## src/rtl/cpu_pkg.sv

```systemverilog
// Shared CPU-side definitions: button indices, arbiter FSM states and the
// winner-search helper used by btn_event_arbiter.
package cpu_pkg;

  localparam int NUM_BTNS = 4;
  localparam int BTN_PUSH = 3;
  localparam int BTN_POP  = 2;
  localparam int BTN_ADD  = 1;
  localparam int BTN_MULT = 0;

  typedef enum logic {
    IDLE  = 1'b0,
    GRANT = 1'b1
  } arb_state_e;

  // Walk downward from 'start' (wrapping 0 -> 3) and return the first set bit.
  function automatic logic [1:0] pick_winner(input logic [3:0] req, input logic [1:0] start);
    logic [1:0] idx;
    logic [1:0] cand;
    logic       found;
    idx   = start;
    found = 1'b0;
    for (int k = 0; k < NUM_BTNS; k++) begin
      cand = start - 2'(k);
      if (!found && req[cand]) begin
        idx   = cand;
        found = 1'b1;
      end
    end
    return idx;
  endfunction

endpackage

```

## src/rtl/btn_debounce.sv

```systemverilog
// One pushbutton: SYNC_STAGES-deep synchronizer followed by a tick-sampled
// debouncer. 'rise' pulses for one cycle when the debounced level goes 0->1.
module btn_debounce #(
  parameter int DEBOUNCE_TICKS = 4,
  parameter int SYNC_STAGES    = 2
) (
  input  logic clk,
  input  logic reset,
  input  logic btn_raw,
  input  logic tick_ms,
  output logic rise
);

  logic [SYNC_STAGES-1:0] sync_reg;
  logic [3:0]             cnt_reg;
  logic                   level_reg;
  logic                   rise_reg;
  logic                   sync_out;

  assign sync_out = sync_reg[SYNC_STAGES-1];
  assign rise     = rise_reg;

  // Synchronizer chain; nothing downstream sees btn_raw directly.
  always_ff @(posedge clk) begin
    if (reset) begin
      sync_reg <= '0;
    end else begin
      sync_reg <= {sync_reg[SYNC_STAGES-2:0], btn_raw};
    end
  end

  // Accept a new level only after DEBOUNCE_TICKS consecutive differing samples.
  always_ff @(posedge clk) begin
    if (reset) begin
      cnt_reg   <= '0;
      level_reg <= 1'b0;
      rise_reg  <= 1'b0;
    end else begin
      rise_reg <= 1'b0;
      if (tick_ms) begin
        if (sync_out == level_reg) begin
          cnt_reg <= '0;
        end else if (cnt_reg == 4'(DEBOUNCE_TICKS - 1)) begin
          cnt_reg   <= '0;
          level_reg <= sync_out;
          rise_reg  <= sync_out;
        end else begin
          cnt_reg <= cnt_reg + 4'd1;
        end
      end
    end
  end

endmodule

```

## src/rtl/btn_event_arbiter.sv

```systemverilog
// Debounces four pushbuttons, latches presses as pending events and grants
// them one at a time to the CPU, holding each grant until evt_ack.
// Build option: define BTN_EVENT_RR_EN for round-robin arbitration instead of
// fixed priority (PUSH > POP > ADD > MULT).
module btn_event_arbiter
  import cpu_pkg::*;
#(
  parameter int DEBOUNCE_TICKS = 4,
  parameter int SYNC_STAGES    = 2
) (
  input  logic       clk,
  input  logic       reset,
  input  logic [3:0] btn_in,
  input  logic       tick_ms,
  input  logic       evt_ack,
  output logic [3:0] evt_req,
  output logic       evt_valid,
  output logic [3:0] pending,
  output logic [3:0] overrun
);

  logic [3:0] rise;
  logic [3:0] clr;
  logic [1:0] search_start;

  arb_state_e state_reg, state_next;
  logic [1:0] idx_reg, idx_next;
  logic [3:0] evt_req_reg, evt_req_next;
  logic       evt_valid_reg, evt_valid_next;
  logic [3:0] pending_reg, pending_next;
  logic [3:0] overrun_reg, overrun_next;

  generate
    for (genvar gi = 0; gi < NUM_BTNS; gi++) begin : g_btn
      btn_debounce #(
        .DEBOUNCE_TICKS(DEBOUNCE_TICKS),
        .SYNC_STAGES   (SYNC_STAGES)
      ) u_debounce (
        .clk    (clk),
        .reset  (reset),
        .btn_raw(btn_in[gi]),
        .tick_ms(tick_ms),
        .rise   (rise[gi])
      );
    end
  endgenerate

`ifdef BTN_EVENT_RR_EN
  logic [1:0] rr_ptr_reg, rr_ptr_next;

  // Search starts just below the last acknowledged button.
  assign search_start = rr_ptr_reg - 2'd1;
  assign rr_ptr_next  = (state_reg == GRANT && evt_ack) ? idx_reg : rr_ptr_reg;

  // Round-robin pointer moves only when the CPU takes an event.
  always_ff @(posedge clk) begin
    if (reset) begin
      rr_ptr_reg <= 2'(BTN_MULT);
    end else begin
      rr_ptr_reg <= rr_ptr_next;
    end
  end
`else
  assign search_start = 2'(BTN_PUSH);
`endif

  // Next-state, grant and pending/overrun bookkeeping.
  always_comb begin
    state_next = state_reg;
    idx_next   = idx_reg;
    clr        = 4'b0000;
    case (state_reg)
      IDLE: begin
        if (pending_reg != 4'b0000) begin
          idx_next   = pick_winner(pending_reg, search_start);
          state_next = GRANT;
        end
      end
      GRANT: begin
        if (evt_ack) begin
          clr        = 4'b0001 << idx_reg;
          state_next = IDLE;
        end
      end
      default: state_next = IDLE;
    endcase
    evt_valid_next = (state_next == GRANT);
    evt_req_next   = evt_valid_next ? (4'b0001 << idx_next) : 4'b0000;
    // A new press wins over a same-cycle ack clear.
    pending_next   = (pending_reg & ~clr) | rise;
    overrun_next   = overrun_reg | (rise & pending_reg & ~clr);
  end

  // State and registered outputs.
  always_ff @(posedge clk) begin
    if (reset) begin
      state_reg     <= IDLE;
      idx_reg       <= 2'd0;
      evt_req_reg   <= 4'b0000;
      evt_valid_reg <= 1'b0;
      pending_reg   <= 4'b0000;
      overrun_reg   <= 4'b0000;
    end else begin
      state_reg     <= state_next;
      idx_reg       <= idx_next;
      evt_req_reg   <= evt_req_next;
      evt_valid_reg <= evt_valid_next;
      pending_reg   <= pending_next;
      overrun_reg   <= overrun_next;
    end
  end

  assign evt_req   = evt_req_reg;
  assign evt_valid = evt_valid_reg;
  assign pending   = pending_reg;
  assign overrun   = overrun_reg;

endmodule

```

## config.mk

```make
export PLATFORM = sky130hd
export DESIGN_NAME = btn_event_arbiter
export DESIGN_NICKNAME = d
export VERILOG_FILES = /design/src/rtl/cpu_pkg.sv /design/src/rtl/btn_debounce.sv /design/src/rtl/btn_event_arbiter.sv
export SDC_FILE = /design/constraint.sdc
export NUM_CORES = 1
export LEC_CHECK = 0
export ABC_AREA = 1
export CAP_MARGIN = 5
export CORE_MARGIN = 3
export CORE_UTILIZATION = 52
export CTS_BUF_LIST = sky130_fd_sc_hd__clkbuf_8
export DETAILED_ROUTE_END_ITERATION = 8
export GPL_TIMING_DRIVEN = 0
export HOLD_SLACK_MARGIN = 0.1
export PLACE_DENSITY = 0.75
export SLEW_MARGIN = 20
export SYNTH_ARGS = -nofsm -noshare
export SYNTH_HDL_FRONTEND = slang
export SYNTH_SLANG_ARGS = --single-unit
```

## constraint.sdc

```tcl
create_clock -name clk -period 1.2 [get_ports clk]
set_input_delay 0.3 -clock clk [delete_from_list [all_inputs] [get_ports clk]]
set_output_delay 0.3 -clock clk [all_outputs]
set_load 0.02 [all_outputs]
```

* Word-level counts from Yosys, hierarchy flattened
Cells that the tools add are included.
** Storage, ports and cells
- Register bits :: 47
- Output and inout bits :: 13
- Input port bits :: 8
** Cells by class
- Bitwise gates (word level) :: 17
- Multiplexer cells :: 27
- Equality and inequality tests :: 8
- Reductions and logical operators :: 16
- Add/subtract/negate cells :: 4
- Shift operators :: 2
** Operators with widths (count)
- $mux 4 :: 10
- $add 4x1->4 const B :: 4
- $eq 4x2->1 const B :: 4
- $reduce_or 4->1 :: 4
- $and 4x4->4 :: 3
- $mux 1 :: 12
- $reduce_and 3->1 :: 4
- $not 1->1 :: 11
- $mux 2 :: 4
- $or 4x4->4 :: 2
- $shl 1x2->4 const A :: 2
- $eq 1x1->1 :: 4
- $not 4->4 :: 1
- $reduce_bool 4->1 :: 1
- $logic_and 1x1->1 :: 3
- $logic_not 1->1 :: 3
- $pmux 1 s2 :: 1
- $reduce_or 2->1 :: 1

* Longest topological paths before layout
- Word-level depth :: 19
- Gate-level depth with buffers :: 7

* Hierarchy
Synthesis repeated with hierarchy kept, for this count alone.
** Second synthesis, totals
- Cells, all modules :: 257
- Area, all modules :: 1941.9 um^2
** By module, submodules not included
- btn_debounce :: times used 4, seq. area each 160.2 um^2, cells an instance 46, area each 347.8 um^2
- btn_event_arbiter :: times used 1, seq. area each 300.3 um^2, cells an instance 73, area each 550.5 um^2

* Worst setup path before layout
No wires, ideal clock.
- Path type :: reg-to-reg
- From :: reg g_btn[1].u_debounce.cnt_reg[0]
- To :: reg g_btn[1].u_debounce.cnt_reg[0]
- Slack :: 0.012 ns
- Cell stages (with the launch flop) :: 6
- Library setup time :: 0.115 ns
- Arrival time :: 1.073 ns
- Buffers on the path :: 0
- Data required time :: 1.085 ns
- Path through :: dfxtp_1 > ha_1 > inv_1 > nor3_1 > nor2_1 > o21a_1
** Between the ends
- Word-level cells in the longest chain between the ends :: 3
** RTL lines
- start: declaration :: RTL line btn_debounce.sv:15 : logic [3:0] cnt_reg;
- start signal: assignment :: RTL line btn_debounce.sv:48 : cnt_reg <= cnt_reg + 4'd1;
- $add 4x1->4 or $eq 4x2->1 (tied branches) :: RTL line btn_debounce.sv:48, btn_debounce.sv:43
- $mux 4 (*) :: RTL line btn_debounce.sv:43 : end else if (cnt_reg == 4'(DEBOUNCE_TICKS - 1)) begin
- $mux 4 (*) :: RTL line btn_debounce.sv:41 : if (sync_out == level_reg) begin
Every way passes the cells marked *; elsewhere a longest branch is shown, timed or not.
A chain may end at the register's enable or synchronous reset.

* Worst setup path after layout
- From :: reg evt_valid_reg (netlist: evt_valid)
- To :: out evt_valid
** RTL lines
- start: declaration :: RTL line btn_event_arbiter.sv:29 : logic evt_valid_reg, evt_valid_next;
- start signal: assignment :: RTL line btn_event_arbiter.sv:107 : evt_valid_reg <= evt_valid_next;
- end: declaration :: RTL line btn_event_arbiter.sv:17 : output logic evt_valid,
No word-level cell between the ends.

==> run_summary.xml <==
<?xml version="1.0" encoding="UTF-8"?>
<metrics>
  <group name="run_status">
    <metric name="status" unit="">completed</metric>
  </group>
  <group name="cts">
    <metric name="numClockSinks" unit="">47</metric>
    <metric name="cts-htree-levels" unit="">2</metric>
    <metric name="cts_hold_repair.buffers" unit="">0</metric>
    <metric name="cts_tree" unit="">yes</metric>
    <metric name="inserted_clock_buffers" unit="">5</metric>
    <metric name="cts.clk_slew.worst_paths" unit="ps">90</metric>
    <metric name="max-clock-path-buffers" unit="">2</metric>
    <metric name="cts_root_buf" unit="">sky130_fd_sc_hd__clkbuf_8</metric>
    <metric name="insertion_delay" unit="ps">310</metric>
  </group>
  <group name="yosys">
    <metric name="syn-num-nets" unit="">266</metric>
    <metric name="most_used_standard_cell_by_instance_count_after_synthesis" unit="">sky130_fd_sc_hd__nand2_1</metric>
    <metric name="synth-seq-cells" unit="">47</metric>
    <metric name="yosys.cell_types.count" unit="">19</metric>
    <metric name="synth.top_cell.area_share" unit="">0.499</metric>
    <metric name="netlist_area" unit="um^2">1890</metric>
    <metric name="post_synth_most_frequent_cells" unit="">sky130_fd_sc_hd__nand2_1 (55), sky130_fd_sc_hd__dfxtp_1 (47), sky130_fd_sc_hd__inv_1 (41), sky130_fd_sc_hd__a21oi_1 (27), sky130_fd_sc_hd__nor2_1 (27)</metric>
    <metric name="synth_enable_flop_cells" unit="">0</metric>
    <metric name="synthesis.yosys.warnings" unit="">0</metric>
    <metric name="ys_top_cells_by_area" unit="">sky130_fd_sc_hd__dfxtp_1 (50%), sky130_fd_sc_hd__nand2_1 (11%), sky130_fd_sc_hd__inv_1 (8.2%)</metric>
    <metric name="post-synth-top-area-cell" unit="">sky130_fd_sc_hd__dfxtp_1</metric>
    <metric name="synthesis.area_per_instance" unit="um^2">7.43</metric>
    <metric name="prevailing_post_synth_register_cell" unit="">sky130_fd_sc_hd__dfxtp_1</metric>
    <metric name="yosysSeqAreaShare" unit="">0.499</metric>
    <metric name="synth-async-reset-ratio" unit="">0</metric>
    <metric name="synthCells" unit="">254</metric>
  </group>
  <group name="route">
    <metric name="vias" unit="">1681</metric>
    <metric name="route.antenna.remaining_nets" unit="">0</metric>
    <metric name="drt_first_pass_iters" unit="">4</metric>
    <metric name="drt_iter0_markers" unit="">97</metric>
    <metric name="routed_wirelength" unit="mm">4.01</metric>
    <metric name="drc_violations_left" unit="">0</metric>
    <metric name="post_drt_wl_per_cell" unit="um">11.9</metric>
    <metric name="routed_via_density" unit="">5.00</metric>
  </group>
  <group name="sta">
    <metric name="finalSetupViolCount" unit="">0</metric>
    <metric name="layout_skew" unit="ps">8.15</metric>
    <metric name="fin_crit" unit="ps">1170</metric>
    <metric name="hold_ws" unit="ps">287</metric>
    <metric name="drv_slew" unit="">0</metric>
    <metric name="tightestPinTransition" unit="ps">564</metric>
    <metric name="max_freq" unit="GHz">0.855</metric>
    <metric name="finalWorstSetupSlack" unit="ps">30.9</metric>
    <metric name="relSlewSlack" unit="">0.624</metric>
    <metric name="final_min_period_over_clock_period" unit="">0.974</metric>
    <metric name="final_count_of_hold_timing_violations" unit="">0</metric>
  </group>
  <group name="pwr">
    <metric name="ir_drop" unit="V">0.000855</metric>
    <metric name="power_per_cell_area" unit="nW/um^2">1270</metric>
    <metric name="power_leakage" unit="uW">0.00106</metric>
    <metric name="total_power" unit="uW">3070</metric>
  </group>
  <group name="layout">
    <metric name="largest_reg_flops" unit="">16</metric>
    <metric name="n_fill_cell" unit="">274</metric>
    <metric name="drive_above_1_share" unit="">0.214</metric>
    <metric name="final-instance-count-excl-fill" unit="">336</metric>
    <metric name="syn_to_final_growth" unit="%">28.6</metric>
    <metric name="design.final.nets" unit="">301</metric>
    <metric name="antenna_cells" unit="">0</metric>
    <metric name="final_cell_utilization_of_the_core" unit="">0.711</metric>
  </group>
  <group name="die">
    <metric name="site_row_count" unit="">21</metric>
    <metric name="chipWidth" unit="um">66.2</metric>
    <metric name="fp.coreArea" unit="um^2">3420</metric>
    <metric name="die_h" unit="um">66.2</metric>
    <metric name="io_pins" unit="">21</metric>
    <metric name="starting_density_of_the_core" unit="">0.552</metric>
    <metric name="die_area" unit="um^2">4390</metric>
  </group>
  <group name="setup_path">
    <metric name="class_of_the_most_critical_setup_path" unit="">reg -&gt; out</metric>
    <metric name="worstSetupEndpointType" unit="">primary output</metric>
    <metric name="critical_path_required" unit="ps">900</metric>
    <metric name="worst-endpoint-arrival" unit="ps">870</metric>
    <metric name="path_cells" unit="">buf_2</metric>
    <metric name="cpLargestDelayFamily" unit="">flip-flops</metric>
    <metric name="buffers_plus_inverters_on_the_worst_setup_path" unit="">1</metric>
    <metric name="cp_max_fo" unit="">8</metric>
    <metric name="timing.critical_path.from_type" unit="">flop</metric>
    <metric name="slowest_delay" unit="ps">400</metric>
    <metric name="rrSetupSlack" unit="ps">50</metric>
    <metric name="cp_slowest_cell" unit="">sky130_fd_sc_hd__dfxtp_4</metric>
  </group>
  <group name="global_routing">
    <metric name="first_pass_grt_wire_length" unit="mm">6.06</metric>
    <metric name="vias_in_the_first_global_route" unit="">1384</metric>
    <metric name="grt_start_max_net_pins" unit="">16</metric>
    <metric name="grt.overflow.total" unit="">0</metric>
    <metric name="number_of_antenna_violations_at_the_first_check_in_global_routing" unit="">0</metric>
    <metric name="global_route.usage.total" unit="">0.186</metric>
  </group>
  <group name="worst_hold_path">
    <metric name="worstHoldPathType" unit="">in -&gt; reg</metric>
  </group>
  <group name="job">
    <metric name="maxCapViolCount" unit="">0</metric>
  </group>
  <group name="placement">
    <metric name="post-place-ws" unit="ps">-228</metric>
    <metric name="gp_congestion" unit="">0.825</metric>
    <metric name="port_buffers" unit="">18</metric>
    <metric name="post-dp-hpwl" unit="mm">2.46</metric>
    <metric name="placedCellCount" unit="">318</metric>
  </group>
</metrics>
cell usage in the layout, fill, tap and decap left out:
cell type	n
sky130_fd_sc_hd__nand2_1	55
sky130_fd_sc_hd__inv_1	39
sky130_fd_sc_hd__dfxtp_1	34
sky130_fd_sc_hd__a21oi_1	27
sky130_fd_sc_hd__nor2_1	23
sky130_fd_sc_hd__nand3_1	19
sky130_fd_sc_hd__buf_2	12
sky130_fd_sc_hd__nand4_1	10
sky130_fd_sc_hd__buf_4	10
sky130_fd_sc_hd__dfxtp_2	7
sky130_fd_sc_hd__dfxtp_4	6
sky130_fd_sc_hd__clkbuf_8	5
sky130_fd_sc_hd__clkdlybuf4s50_1	5
sky130_fd_sc_hd__nor3_4	4
sky130_fd_sc_hd__xor2_1	4
sky130_fd_sc_hd__o21a_1	4
sky130_fd_sc_hd__clkdlybuf4s15_2	4
sky130_fd_sc_hd__nor2_2	3
sky130_fd_sc_hd__inv_2	3
sky130_fd_sc_hd__ha_4	3
sky130_fd_sc_hd__buf_1	2
sky130_fd_sc_hd__o21ai_0	2
sky130_fd_sc_hd__bufinv_16	2
sky130_fd_sc_hd__nor2_4	1
sky130_fd_sc_hd__clkbuf_1	1
sky130_fd_sc_hd__or2_1	1
sky130_fd_sc_hd__clkinv_1	1
sky130_fd_sc_hd__a31oi_1	1
sky130_fd_sc_hd__ha_2	1
sky130_fd_sc_hd__clkinvlp_4	1
kinds of logic (layout without fill, tap and decap cells):
group	after synthesis	in the layout	synth area share
AND/OR/NAND/NOR	116	116	0.261
buffers and inverters	49	85	0.0995
flip-flops	47	47	0.499
AO/OA/AOI/OAI	34	34	0.0962
adder cells (fa/ha/maj)	4	4	0.0265
XOR/XNOR	4	4	0.0186
metrics by stage:
stage	setup TNS, ps	cell area (um^2)
after floorplan	0	1890
after global placement	-3410	2120
after detailed placement	-4180	2120
after CTS	0	2290
after global routing	-68.4	2430
final	0	2430
final cells by class:
| class | count | area, um^2 | share of cell area |
|---|---|---|---|
| Buffer | 6 | 26.3 | 0.0108 |
| Timing Repair Buffer | 28 | 215 | 0.0887 |
| Sequential cell | 47 | 972 | 0.401 |
| Clock buffer | 5 | 68.8 | 0.0284 |
| Inverter | 43 | 161 | 0.0665 |
| Tap cell | 46 | 57.6 | 0.0237 |
| Clock inverter | 3 | 67.6 | 0.0278 |
| Multi-Input combinational cell | 158 | 858 | 0.354 |
worst paths after layout:
check             cells past startpoint                              end                             from
setup / recovery                      1                        evt_valid                        evt_valid
setup reg to reg                      5    g_btn[3].u_debounce.level_reg   g_btn[3].u_debounce.cnt_reg[1]
hold / removal                        2   g_btn[1].u_debounce.cnt_reg[2]                            reset
hold reg to reg                       2  g_btn[1].u_debounce.sync_reg[1]  g_btn[1].u_debounce.sync_reg[0]
where the power goes:
part	switching, uW	internal (uW)
clock network	544	830
logic	72.6	47.0
registers	11.4	1570
total	628	2440
routing by layer:
layer	global-route usage	up-vias	part of all wire
met5	0	-	0
met4	0.0685	0	0.011
met3	0.0646	5	0.054
met2	0.309	38	0.49
met1	0.220	762	0.44
li1	-	876	-
what timing repair did:
item                       CTS  global route
buffers inserted             2             8
resized for setup           68            21
setup endpoints to repair   31            17
pin swaps                    1            11
Note: power is estimated with default switching activity, not from simulation.
